## src/rtl/csr_counter_responder.sv

```systemverilog
// Counter CSR group responder (mcycle/minstret, cycle/instret aliases, mcounteren).
// Optional mcountinhibit at 0x320 when CSR_COUNTINHIBIT_EN is defined.
module csr_counter_responder #(
  parameter int unsigned CNT_WIDTH = 64
) (
  input  logic        clk_i,
  input  logic        rstn_i,
  input  logic [11:0] csr_rw_addr_i,
  input  logic [2:0]  csr_rw_cmd_i,
  input  logic [63:0] csr_rw_data_i,
  input  logic [1:0]  csr_retire_i,
  input  logic        csr_exception_i,
  input  logic [1:0]  priv_lvl_i,
  output logic        csr_resp_valid_o,
  output logic [63:0] csr_rdata_o,
  output logic        csr_xcpt_o,
  output logic        csr_stall_o
);

  localparam logic [11:0] ADDR_MCYCLE     = 12'hB00;
  localparam logic [11:0] ADDR_MINSTRET   = 12'hB02;
  localparam logic [11:0] ADDR_MCOUNTEREN = 12'h306;
  localparam logic [11:0] ADDR_CYCLE      = 12'hC00;
  localparam logic [11:0] ADDR_INSTRET    = 12'hC02;
`ifdef CSR_COUNTINHIBIT_EN
  localparam logic [11:0] ADDR_MCNTINHIB  = 12'h320;
`endif

  localparam logic [2:0] CMD_READ  = 3'd1;
  localparam logic [2:0] CMD_WRITE = 3'd2;
  localparam logic [2:0] CMD_RW    = 3'd3;
  localparam logic [2:0] CMD_SET   = 3'd4;
  localparam logic [2:0] CMD_CLEAR = 3'd5;

  typedef enum logic {IDLE, RESP} state_e;

  state_e               state, state_next;
  logic [CNT_WIDTH-1:0] mcycle, minstret;
  logic [2:0]           mcounteren;
  logic [63:0]          rdata_q;
  logic                 xcpt_q;

  logic        cmd_valid, does_write, accept;
  logic [63:0] old_val, wval;
  logic        mapped, m_only, read_only, cnt_ok, is_m, illegal;
  logic        we_mcycle, we_minstret, we_mcounteren;
  logic        cy_inc, ir_en;

`ifdef CSR_COUNTINHIBIT_EN
  logic inhibit_cy, inhibit_ir;
  logic we_inhibit;
  assign cy_inc = ~inhibit_cy;
  assign ir_en  = ~inhibit_ir;
`else
  assign cy_inc = 1'b1;
  assign ir_en  = 1'b1;
`endif

  // Address decode and privilege / counter-enable checks
  always_comb begin
    old_val   = '0;
    mapped    = 1'b0;
    m_only    = 1'b0;
    read_only = 1'b0;
    cnt_ok    = 1'b1;
    case (csr_rw_addr_i)
      ADDR_MCYCLE:     begin old_val = 64'(mcycle);   mapped = 1'b1; m_only = 1'b1; end
      ADDR_MINSTRET:   begin old_val = 64'(minstret); mapped = 1'b1; m_only = 1'b1; end
      ADDR_MCOUNTEREN: begin old_val = {61'b0, mcounteren}; mapped = 1'b1; m_only = 1'b1; end
      ADDR_CYCLE: begin
        old_val = 64'(mcycle); mapped = 1'b1; read_only = 1'b1; cnt_ok = mcounteren[0];
      end
      ADDR_INSTRET: begin
        old_val = 64'(minstret); mapped = 1'b1; read_only = 1'b1; cnt_ok = mcounteren[2];
      end
`ifdef CSR_COUNTINHIBIT_EN
      ADDR_MCNTINHIB: begin
        old_val = {61'b0, inhibit_ir, 1'b0, inhibit_cy}; mapped = 1'b1; m_only = 1'b1;
      end
`endif
      default: ;
    endcase
  end

  // SET/CLEAR with a zero operand are pure reads, so they never trip the read-only check
  always_comb begin
    cmd_valid  = 1'b0;
    does_write = 1'b0;
    wval       = '0;
    case (csr_rw_cmd_i)
      CMD_READ:  cmd_valid = 1'b1;
      CMD_WRITE, CMD_RW: begin
        cmd_valid = 1'b1; does_write = 1'b1; wval = csr_rw_data_i;
      end
      CMD_SET: begin
        cmd_valid = 1'b1; does_write = |csr_rw_data_i; wval = old_val | csr_rw_data_i;
      end
      CMD_CLEAR: begin
        cmd_valid = 1'b1; does_write = |csr_rw_data_i; wval = old_val & ~csr_rw_data_i;
      end
      default: ;
    endcase
  end

  always_comb begin
    is_m    = (priv_lvl_i == 2'b11);
    illegal = ~mapped | (read_only & does_write) | (~is_m & m_only) | (~is_m & ~cnt_ok);
    accept  = (state == IDLE) & cmd_valid & ~csr_exception_i;
    we_mcycle     = accept & ~illegal & does_write & (csr_rw_addr_i == ADDR_MCYCLE);
    we_minstret   = accept & ~illegal & does_write & (csr_rw_addr_i == ADDR_MINSTRET);
    we_mcounteren = accept & ~illegal & does_write & (csr_rw_addr_i == ADDR_MCOUNTEREN);
`ifdef CSR_COUNTINHIBIT_EN
    we_inhibit    = accept & ~illegal & does_write & (csr_rw_addr_i == ADDR_MCNTINHIB);
`endif
  end

  always_ff @(posedge clk_i) begin
    if (!rstn_i) state <= IDLE;
    else         state <= state_next;
  end

  always_comb begin
    state_next       = state;
    csr_resp_valid_o = 1'b0;
    csr_stall_o      = 1'b0;
    case (state)
      IDLE: if (accept) state_next = RESP;
      RESP: begin
        csr_resp_valid_o = 1'b1;
        csr_stall_o      = 1'b1;
        state_next       = IDLE;
      end
      default: state_next = IDLE;
    endcase
  end

  always_ff @(posedge clk_i) begin
    if (!rstn_i) begin
      mcycle     <= '0;
      minstret   <= '0;
      mcounteren <= '0;
      rdata_q    <= '0;
      xcpt_q     <= 1'b0;
    end else begin
      if (we_mcycle) mcycle <= wval[CNT_WIDTH-1:0];
      else           mcycle <= mcycle + CNT_WIDTH'(cy_inc);
      if (we_minstret) minstret <= wval[CNT_WIDTH-1:0];
      else if (ir_en)  minstret <= minstret + CNT_WIDTH'(csr_retire_i[0])
                                            + CNT_WIDTH'(csr_retire_i[1]);
      if (we_mcounteren) mcounteren <= wval[2:0];
      if (accept) begin
        rdata_q <= illegal ? '0 : old_val;
        xcpt_q  <= illegal;
      end
    end
  end

`ifdef CSR_COUNTINHIBIT_EN
  always_ff @(posedge clk_i) begin
    if (!rstn_i) begin
      inhibit_cy <= 1'b0;
      inhibit_ir <= 1'b0;
    end else if (we_inhibit) begin
      inhibit_cy <= wval[0];
      inhibit_ir <= wval[2];
    end
  end
`endif

  assign csr_rdata_o = rdata_q;
  assign csr_xcpt_o  = xcpt_q;

endmodule

```

## config.mk

```make
export PLATFORM = sky130hd
export DESIGN_NAME = csr_counter_responder
export DESIGN_NICKNAME = d
export VERILOG_FILES = /design/src/rtl/csr_counter_responder.sv
export SDC_FILE = /design/constraint.sdc
export NUM_CORES = 1
export LEC_CHECK = 0
export ABC_AREA = 1
export BUFFER_PORTS_ARGS = -buffer_cell sky130_fd_sc_hd__buf_2
export CORE_ASPECT_RATIO = 1.25
export CORE_UTILIZATION = 30
export DETAILED_ROUTE_END_ITERATION = 10
export MAX_ROUTING_LAYER = met4
export PLACE_DENSITY_LB_ADDON = 0.25
export RECOVER_POWER = 50
export SYNTH_ARGS = -nofsm -noshare
export SYNTH_HDL_FRONTEND = slang
export SYNTH_SLANG_ARGS = --single-unit
```

## constraint.sdc

```tcl
create_clock -name clk_i -period 2.83 [get_ports clk_i]
set_input_delay 0.283 -clock clk_i [delete_from_list [all_inputs] [get_ports clk_i]]
set_output_delay 0.283 -clock clk_i [all_outputs]
set_load 0.03 [all_outputs]
```

==> results.yml <==
job:
  cap_violations: 0
synth:
  yosysWarnings: 0
  yosysTopAreaCell: "dfxtp_1"
  synth-main-ff-cell: "dfxtp_1"
  avgSynthCellArea_um2: 5.94
  synth_common_cells: "nand2_1 (708), nor2_1 (367), a21oi_1 (232)"
  synth_top_area_share_pct: 29.2
  synth_area_um2: 13500
  synth_seq_area_share_pct: 29.2
  synthCells: 2277
  ys_types: 39
  yosys-top-cells-area: "dfxtp_1 (29%), nand2_1 (20%), nor2_1 (10%)"
  syn-num-nets: 2368
  yosysMostFrequentCell: "nand2_1"
  synth_edf_count: 0
  async_flop_share_pct: 0
  synth-seq-cells: 197
setup_path:
  worst_path_max_delay_cell: "fa_1"
  crit_path_max_incr_delay_ns: 0.44
  critical_path_buf_inv_count: 4
  startpoint: "minstret[0]$_SDFF_PN0_"
  cp_top_family: "simple AND/OR/NAND/NOR gates"
  cp_max_fo: 3
  arrival_ns: 3.05
  worstSetupPathType: "register to register"
  worst_setup_path_end_kind: "register"
  r2r_start: "minstret[0]$_SDFF_PN0_"
  rrSetupSlack_ns: 0.20
  r2r-end: "minstret[56]$_SDFF_PN0_"
  crit_required_ns: 3.25
  r2r_cells: 14
  crit_chain: "inv_1 -> fa_1 -> inv_1 -> ha_1 -> nand2_2 -> nor3_4 -> inv_1 -> nor2_2 -> buf_4 -> nand2_1 -> nor2_1 -> xor2_1 -> nor2_1 -> nor2_1"
  worstSetupStartpointType: "register"
route:
  drc: 0
  dr.pass1.iters: 6
  drt_iter0_drc: 1345
  wl_per_cell_um: 22.8
  drt-total-wl_mm: 69.2
  vias: 15979
  postRouteAntennaNets: 0
  vias_per_cell: 5.28
cts:
  cts_tree: "yes"
  cts_buffer_depth: 2
  clock_tree.root_cell: "clkbuf_16"
  clock-sinks: 197
  hold_buffers: 0
  clock_latency_ns: 0.49
  cts_max_level: 4
  cts_made_buffers: 17
  post_cts_resized: 0
  post-cts-setup-buffers: 0
  clk_pin_slew_ns: 0.08
floorplanning:
  num_rows: 86
  die_x_um: 192
  dieHeight_um: 239
  die_area_um2: 45900
  core-area_um2: 44200
  start_util_pct: 30.6
  boundaryPins: 153
grt:
  grt_pass1_wl_mm: 101
  track_usage_pct: 31.1
  grt_pass1_vias: 15613
  antenna_found_initial: 0
  grt_overflow: 0
  grt_max_degree: 103
sta:
  finClkSkew_ns: 0.0202
  tns_ns: 0
  max-slew-margin-rel_pct: 37.7
  period_minus_slack_ns: 2.63
  max_freq_ghz: 0.380
  tightestPinTransition_ns: 0.935
  drv_slew: 0
  hold_viol_final: 0
  fin_crit_sh_pct: 92.9
  rsz0062_at_grt: "no"
  setup_viol: 0
layout:
  final_util_pct: 36.4
  diodes: 0
  layout-drive-gt1-share_pct: 9.89
  fin_nets: 2536
  area_growth_pct: 19.0
power_and_ir_drop:
  power_density_nw_per_um2: 382
  p_leak_nw: 6.00
  vdd_drop_max_uv: 456
worst_hold_path:
  min_path_cells: 5
  min_from: "csr_rw_data_i[47]"
  holdPathEnd: "mcycle[47]$_SDFF_PN0_"
  hp-class: "input port to register"
status:
  status: "finished clean"
place:
  dp_hpwl_mm: 54.5
  port_buffers: 152
  gp_congestion: 1.04
metrics by stage:
stage / total power [mW] / worst slack [ns] / area, um2 / std cells / hold WS [ns]
CTS: 6.19 / 0.125 / 16200 / 3029 / 0.215
global route: 6.33 / 0.0360 / 16100 / 3029 / 0.255
finish: 6.15 / 0.201 / 16100 / 3029 / 0.230
detailed placement: 3.43 / 0.0255 / 15600 / 2998 / 0.453
floorplan: 3.15 / 0.435 / 13500 / 2277 / 0.500
global placement: 3.42 / 0.0177 / 15600 / 2998 / 0.450
flip-flops by register name, summed over array words and instances (netlist names):
| register | flops |
|---|---|
| csr_rdata_o | 64 |
| csr_xcpt_o | 1 |
| mcounteren | 3 |
| mcycle | 64 |
| minstret | 64 |
| state | 1 |
worst min-delay path: cells and delay by family:
family / cells / cell delay [ns]
and+or+nand+nor: 2 / 0.14
AOI/OAI and AO/OA: 2 / 0.12
buffers and inverters: 1 / 0.12
cells in the final DEF, fill, tap and decap left out, types with 5 or more instances in the layout:
cell,synthesis,layout
nor3_1,53,53
clkbuf_16,0,17
o21ai_0,128,128
nor2_1,367,366
buf_4,4,67
dfxtp_1,197,197
buf_12,0,21
nand3_1,93,93
nand2_1,708,708
nand4_1,40,41
nor4_1,8,8
xor2_1,100,99
clkbuf_1,76,79
a21oi_1,232,233
buf_2,23,84
nand3b_1,22,22
xnor2_1,22,22
nor2_2,9,10
inv_1,143,144
nor2_4,5,5
metal layers:
| layer | track usage (%) | vias to the layer above | part of all wire [%] | wire length [um] |
|---|---|---|---|---|
| li1 | - | 7646 | - | - |
| met1 | 36.0 | 7607 | 41 | 28500 |
| met2 | 53.0 | 588 | 49 | 33900 |
| met3 | 3.71 | 138 | 4.8 | 3290 |
| met4 | 15.2 | 0 | 5.0 | 3430 |
| met5 | - | - | 0 | 0 |
cell families (layout without fill, tap and decap cells):
| group | after synthesis | count (layout) | synth area share (%) |
|---|---|---|---|
| buffers and inverters | 255 | 435 | 7.52 |
| DFF | 197 | 197 | 29.2 |
| and+or+nand+nor | 1321 | 1321 | 40.5 |
| AOI/OAI and AO/OA | 377 | 377 | 14.3 |
| adders and majority gates | 5 | 5 | 0.518 |
| xor gates and xnor gates | 122 | 122 | 7.91 |
power breakdown:
group	total, mW	internal, mW	switching (mW)
registers	2.79	2.78	0.0133
clock network	2.78	1.51	1.27
logic	0.574	0.170	0.404
cell type report:
class	instances	area, um2
tap	572	716
inverter	149	561
fill	5016	28100
sequential	197	3940
timing repair buffer	255	1670
multi-input combinational	1825	8570
clock inverter	11	173
clock buffer	20	447
worst max path at each step:
stage	slack, ns	cells after the start	endpoint
after floorplan	0.43	14	minstret[50]$_SDFF_PN0_
after global placement	0.02	16	minstret[32]$_SDFF_PN0_
after detailed placement	0.03	17	csr_rdata_o[48]$_SDFFE_PN0P_
after CTS	0.13	14	minstret[56]$_SDFF_PN0_
after global routing	0.04	14	minstret[56]$_SDFF_PN0_
final	0.20	14	minstret[56]$_SDFF_PN0_
Power figures use the tool's default switching activity.
